$ cat config.mk
export PLATFORM = sky130hd
export DESIGN_NAME = voice_scheduler
export DESIGN_NICKNAME = d
export VERILOG_FILES = /design/src/rtl/nco_pkg.sv /design/src/rtl/voice_regfile.sv /design/src/rtl/voice_scheduler.sv
export SDC_FILE = /design/constraint.sdc
export NUM_CORES = 1
export LEC_CHECK = 0
export ABC_AREA = 1
export ABC_CLOCK_PERIOD_IN_PS = 4200
export CORE_MARGIN = 2
export CORE_UTILIZATION = 50
export DETAILED_ROUTE_END_ITERATION = 6
export PLACE_DENSITY = 0.65
export SLEW_MARGIN = 20
export SYNTH_ARGS = -nofsm -noshare
export SYNTH_HDL_FRONTEND = slang
export SYNTH_HIERARCHICAL = 1
export SYNTH_SLANG_ARGS = --single-unit
export TNS_END_PERCENT = 50
$ cat constraint.sdc
create_clock -name clk -period 4.2 [get_ports clk]
set_input_delay 0.63 -clock clk [delete_from_list [all_inputs] [get_ports clk]]
set_output_delay 0.63 -clock clk [all_outputs]
set_load 0.1 [all_outputs]
$ cat src/rtl/nco_pkg.sv
// Shared types and widths for the voice scheduler and its phase/waveform datapath.
package nco_pkg;
  localparam int PHASE_ACC_W = 16;
  localparam int SAMPLE_W    = 8;
  localparam int NCO_PHASE_W = 7;
  localparam int WFM_W       = 8;

  typedef enum logic [1:0] {S_IDLE, S_SCAN, S_WAIT} sched_state_t;

  typedef struct packed {
    logic                   en;
    logic [PHASE_ACC_W-1:0] freq;
    logic [WFM_W-1:0]       wfm_l;
    logic [WFM_W-1:0]       wfm_r;
    logic [WFM_W-1:0]       factor;
  } voice_cfg_t;
endpackage

$ cat src/rtl/voice_regfile.sv
// Per-voice configuration and phase accumulators: one config write port,
// one phase-advance port and a combinational read by voice index.
module voice_regfile
  import nco_pkg::*;
#(
  parameter  int NUM_VOICES = 8,
  localparam int VW         = $clog2(NUM_VOICES)
) (
  input  logic                   clk,
  input  logic                   rst_n,
  input  logic                   we_i,
  input  logic [VW-1:0]          wr_idx_i,
  input  voice_cfg_t             wr_cfg_i,
  input  logic                   phase_rst_i,
  input  logic                   adv_i,
  input  logic [VW-1:0]          adv_idx_i,
  input  logic [VW-1:0]          rd_idx_i,
  output logic                   rd_en_o,
  output logic [NCO_PHASE_W-1:0] rd_phase_o,
  output logic [WFM_W-1:0]       rd_wfm_l_o,
  output logic [WFM_W-1:0]       rd_wfm_r_o,
  output logic [WFM_W-1:0]       rd_factor_o
);
  voice_cfg_t [NUM_VOICES-1:0]                  cfg_q;
  logic       [NUM_VOICES-1:0][PHASE_ACC_W-1:0] acc_q;

  always_ff @(posedge clk or negedge rst_n) begin
    if (!rst_n) begin
      cfg_q <= '0;
      acc_q <= '0;
    end else begin
      for (int i = 0; i < NUM_VOICES; i++) begin
        if (we_i && wr_idx_i == VW'(i)) cfg_q[i] <= wr_cfg_i;
        // Phase reset beats an advance; the advance uses the pre-write freq.
        if (we_i && phase_rst_i && wr_idx_i == VW'(i))
          acc_q[i] <= '0;
        else if (adv_i && adv_idx_i == VW'(i))
          acc_q[i] <= acc_q[i] + cfg_q[i].freq;
      end
    end
  end

  assign rd_en_o     = cfg_q[rd_idx_i].en;
  assign rd_phase_o  = acc_q[rd_idx_i][PHASE_ACC_W-1 -: NCO_PHASE_W];
  assign rd_wfm_l_o  = cfg_q[rd_idx_i].wfm_l;
  assign rd_wfm_r_o  = cfg_q[rd_idx_i].wfm_r;
  assign rd_factor_o = cfg_q[rd_idx_i].factor;
endmodule

$ cat src/rtl/voice_scheduler.sv
// Walks all voices once per frame tick, issues one datapath lookup per enabled
// voice, advances its phase and accumulates the returned samples into one mix word.
module voice_scheduler
  import nco_pkg::*;
#(
  parameter  int NUM_VOICES = 8,
  localparam int VW         = $clog2(NUM_VOICES),
  localparam int MW         = SAMPLE_W + VW
) (
  input  logic                   clk,
  input  logic                   rst_n,
  input  logic                   frame_tick,
  input  logic                   cfg_we,
  input  logic [VW-1:0]          cfg_voice,
  input  logic                   cfg_en,
  input  logic [PHASE_ACC_W-1:0] cfg_freq,
  input  logic [WFM_W-1:0]       cfg_wfm_l,
  input  logic [WFM_W-1:0]       cfg_wfm_r,
  input  logic [WFM_W-1:0]       cfg_factor,
  input  logic                   cfg_phase_rst,
  input  logic                   ovr_clr,
  output logic                   nco_phase_dv,
  output logic [NCO_PHASE_W-1:0] nco_phase,
  output logic [WFM_W-1:0]       wfm_num_l,
  output logic [WFM_W-1:0]       wfm_num_r,
  output logic [WFM_W-1:0]       factor,
  input  logic [SAMPLE_W-1:0]    sample_out,
  input  logic                   sample_out_dv,
  output logic [MW-1:0]          mix_out,
  output logic                   mix_dv,
  output logic                   busy,
  output logic                   overrun
);
  sched_state_t           state_q;
  logic [VW-1:0]          v_q;
  logic [MW-1:0]          sum_q, sum_d, mix_out_q;
  logic                   nco_phase_dv_q, mix_dv_q, overrun_q;
  logic [NCO_PHASE_W-1:0] nco_phase_q;
  logic [WFM_W-1:0]       wfm_l_q, wfm_r_q, factor_q;

  voice_cfg_t             wr_cfg;
  logic                   rd_en, adv, last_v;
  logic [NCO_PHASE_W-1:0] rd_phase;
  logic [WFM_W-1:0]       rd_wfm_l, rd_wfm_r, rd_factor;

  assign wr_cfg = '{en: cfg_en, freq: cfg_freq, wfm_l: cfg_wfm_l,
                    wfm_r: cfg_wfm_r, factor: cfg_factor};
  assign adv    = (state_q == S_SCAN) && rd_en;
  assign last_v = (v_q == VW'(NUM_VOICES - 1));
  assign sum_d  = sum_q + MW'(sample_out);

  voice_regfile #(.NUM_VOICES(NUM_VOICES)) u_regfile (
    .clk        (clk),
    .rst_n      (rst_n),
    .we_i       (cfg_we),
    .wr_idx_i   (cfg_voice),
    .wr_cfg_i   (wr_cfg),
    .phase_rst_i(cfg_phase_rst),
    .adv_i      (adv),
    .adv_idx_i  (v_q),
    .rd_idx_i   (v_q),
    .rd_en_o    (rd_en),
    .rd_phase_o (rd_phase),
    .rd_wfm_l_o (rd_wfm_l),
    .rd_wfm_r_o (rd_wfm_r),
    .rd_factor_o(rd_factor)
  );

  always_ff @(posedge clk or negedge rst_n) begin
    if (!rst_n) begin
      state_q        <= S_IDLE;
      v_q            <= '0;
      sum_q          <= '0;
      mix_out_q      <= '0;
      mix_dv_q       <= 1'b0;
      nco_phase_dv_q <= 1'b0;
      nco_phase_q    <= '0;
      wfm_l_q        <= '0;
      wfm_r_q        <= '0;
      factor_q       <= '0;
      overrun_q      <= 1'b0;
    end else begin
      nco_phase_dv_q <= 1'b0;
      mix_dv_q       <= 1'b0;
      if (frame_tick && state_q != S_IDLE) overrun_q <= 1'b1;
      else if (ovr_clr)                    overrun_q <= 1'b0;

      case (state_q)
        S_IDLE: if (frame_tick) begin
          v_q     <= '0;
          sum_q   <= '0;
          state_q <= S_SCAN;
        end
        S_SCAN: begin
          if (rd_en) begin
            nco_phase_dv_q <= 1'b1;
            nco_phase_q    <= rd_phase;
            wfm_l_q        <= rd_wfm_l;
            wfm_r_q        <= rd_wfm_r;
            factor_q       <= rd_factor;
            state_q        <= S_WAIT;
          end else if (last_v) begin
            mix_out_q <= sum_q;
            mix_dv_q  <= 1'b1;
            state_q   <= S_IDLE;
          end else begin
            v_q <= v_q + 1'b1;
          end
        end
        S_WAIT: if (sample_out_dv) begin
          if (last_v) begin
            mix_out_q <= sum_d;
            mix_dv_q  <= 1'b1;
            state_q   <= S_IDLE;
          end else begin
            sum_q   <= sum_d;
            v_q     <= v_q + 1'b1;
            state_q <= S_SCAN;
          end
        end
        default: state_q <= S_IDLE;
      endcase
    end
  end

  assign nco_phase_dv = nco_phase_dv_q;
  assign nco_phase    = nco_phase_q;
  assign wfm_num_l    = wfm_l_q;
  assign wfm_num_r    = wfm_r_q;
  assign factor       = factor_q;
  assign mix_out      = mix_out_q;
  assign mix_dv       = mix_dv_q;
  assign busy         = (state_q != S_IDLE);
  assign overrun      = overrun_q;
endmodule

==> metrics <==
status finished clean; fill count roughly 5,300; multiplexer share of the synthesized area 0%; final setup violation count 0; Rows 87; setup TNS 0 ns; Core Area roughly 56,000 sq um; P per Cell Area between 600 and 700 nW/um^2; H-tree depth 2; Worst VDD drop ~0.00046 V; Design Power between 0.02 and 0.025 W; gr ovfl total 0; library cells used by synthesis 40; Crit path arrival time 2.59 ns; setup repair bufs after CTS 0; # IOs 105; DRT antenna net count 0; largest net degree at the start of global routing 95; Simple-Gate Fraction of Synth Area a little over a quarter; Startpoint Class register; post-synthesis adder-cell area fraction around 6.5%; minimum clock period roughly 3.2 ns; cts-stage hold buffer count 0; Clock Sinks 517; Die ar. 59,300 sq um; RSZ-0062 raised after global routing false; CTS resizes 0; WL/cell 16.4 microns; Post-Synthesis Cells approximately 3,900; Post-Syn Nets 4,076; largest family of logic cells by synthesized area simple AND/OR/NAND/NOR gates; layout cells sized above 1 between 4 and 5%; routed vias/inst approximately 5.3; Die X ~240 microns; max cap viols 0; synthesized area per cell 7.40 sq um; Worst-Skew Late Latency 0.65 ns; Leak about 17 nW; clock buffer depth 3; compound-cell area share of the yosys netlist between 10 and 15%; Final Cycle Share between 70% and 80%; drt initial violations about 1,900; DR pass1 iterations 5; Final Hold Vio Count 0; HP Class in -> async; Port Buf Inserts 104; placement-stage cell area a little over 30,000 sq um; CTS clk-pin slew, worst paths around 0.06 ns; total track usage approximately a quarter; Residual DRC 0; via count between 20,000 and 30,000; routability cong. about 0.89; crit path kind reg -> out; R2R setup slack approximately 1.1 ns; layout overhead on the synthesized area 12.8%; post-synth design cell area approximately 29,000 sq um; Initial Util about half; CP Data Required Time 3.57 ns; Yosys reg bits ~520; largest fanout on the critical path 6; global-route wire length before repair ~130 mm; total of warnings raised by yosys 6; drt total wl 77.4 mm; vias in the first global route 23,600; Worst Setup End Kind output port; Final Skew roughly 0.044 ns; fin nets just over 4,000; CTS tree built; DPL Wire Length 51.4 mm; Max Fclk 310 MHz; design area 32,300 sq um; Worst-Margin Slew approximately 1.0 ns; post-synthesis sequential area ratio between 40% and 50%; clock root buffer clkbuf_16; Max Slew Vio Count 0; initial antenna violation count 7; Die Ht roughly 240 microns; Slew HR 30.9%; Synth Area in XOR/XNOR less than 1%; TritonCTS Buffers 56
==> per-layer routing <==
metal,global-route usage [%],vias to the layer above,wire length (microns),share of wire [%]
met1,39.0,11800,37000,48
met3,4.85,112,5090,6.6
met2,40.3,608,33300,43
met5,0,-,0,0
li1,-,12600,-,-
met4,7.47,0,1980,2.6
==> critical path, cell delays in order (launching register included) <==
cell and delay, ns:
dfrtp_1 0.38, inv_1 0.09, ha_1 0.28, inv_1 0.08, clkdlybuf4s50_1 1.12
==> report_power, final <==
| group | switching [W] | internal, W | total [W] |
|---|---|---|---|
| registers | 0.000879 | 0.00615 | 0.00703 |
| clock network | 0.00212 | 0.00301 | 0.00513 |
| logic | 0.00551 | 0.00251 | 0.00802 |
==> worst paths after layout <==
path | start | to | cells past startpoint
min | rst_n | u_regfile/cfg_q[316] | 1
min reg2reg | wfm_num_l[4] | wfm_num_l[4] | 2
max | state_q[0] | busy | 4
max in group asynchronous | rst_n | v_q[1] | 2
min in group clk | wfm_num_l[4] | wfm_num_l[4] | 2
max reg2reg | v_q[1] | u_regfile/acc_q[83] | 12
==> kinds of logic after synthesis <==
logic type	Yosys count
compound gates	665
xor+xnor	31
fa+ha+maj	143
buf+inv	552
flops	517
simple gates	1966
==> area by class of cell <==
| cell class | count | area [sq um] | area share (%) |
|---|---|---|---|
| inverters | 416 | 1560 | 4.84 |
| multi-input cells | 2805 | 13600 | 42.2 |
| flip-flops and latches | 517 | 12900 | 40.0 |
| clock buffers | 82 | 1590 | 4.91 |
| diodes | 2 | 5.00 | 0.0155 |
| clock inverters | 21 | 333 | 1.03 |
| well taps | 756 | 946 | 2.92 |
| repair buffers | 131 | 1310 | 4.05 |
==> cell usage after synthesis <==
master	n	area share [%]
clkbuf_1	87	1.1
o22ai_1	7	0.15
o21ai_1	72	1.3
inv_1	394	5.2
a21boi_0	1	0.026
xor2_1	21	0.64
buf_2	35	0.61
inv_2	22	0.29
a31oi_1	4	0.087
a21oi_1	109	1.9
nor3_2	1	0.035
nor2_2	8	0.17
and3_1	1	0.022
nand4_1	19	0.41
o211ai_1	1	0.026
o21ai_2	2	0.061
nor2_1	314	4.1
o31ai_1	2	0.052
nand3_1	168	2.9
or2_2	9	0.20
nor2_4	3	0.12
dfrtp_1	517	45
buf_1	11	0.14
o32ai_1	64	2.0
a22o_1	8	0.24
ha_1	134	5.8
xnor2_1	10	0.31
nor3_1	24	0.42
o21bai_1	1	0.026
fa_1	9	0.63
nand3_4	1	0.061
or2_4	1	0.031
buf_6	1	0.039
o21ai_0	391	6.8
nand3b_1	17	0.45
o2111ai_1	1	0.031
nand2_1	1399	18
buf_4	2	0.052
nand2_2	1	0.022
a211oi_1	2	0.052
==> through the flow <==
step | setup slack (ns) | cells | hold slack (ns) | utilization (%)
2_1_floorplan | 1.39 | 3874 | 0.334 | -
3_3_place_gp | 1.15 | 4625 | 0.461 | 53.8
3_5_place_dp | 1.09 | 4625 | 0.464 | 53.8
4_1_cts | 0.940 | 4728 | 0.0689 | 57.2
5_1_grt | 0.627 | 4728 | 0.116 | 57.2
6_report | 0.975 | 4730 | 0.0439 | 57.2
==> flip-flops by register name, summed over array words and instances, names as in the netlist, 3 cells and up <==
signal           cells
factor               8
sum_q               11
u_regfile/acc_q    128
wfm_num_r            8
u_regfile/cfg_q    328
v_q                  3
wfm_num_l            8
mix_out             11
nco_phase            7
==> layout by cell type, fill, tap and decap left out, drive strengths merged, types with 10 or more instances in the layout <==
master	netlist	final
xor2	21	21
o32ai	64	64
ha	134	134
nor2	325	325
dfrtp	517	517
xnor2	10	10
clkdlybuf4s50	0	103
buf	49	28
clkbuf	87	82
nand2	1400	1400
nand3b	17	17
nor3	25	25
o21ai	465	465
inv	416	418
clkinv	0	11
nand4	19	19
nand3	169	169
a21oi	109	109
or2	10	10
No activity file was read; power rests on OpenSTA's default activity.
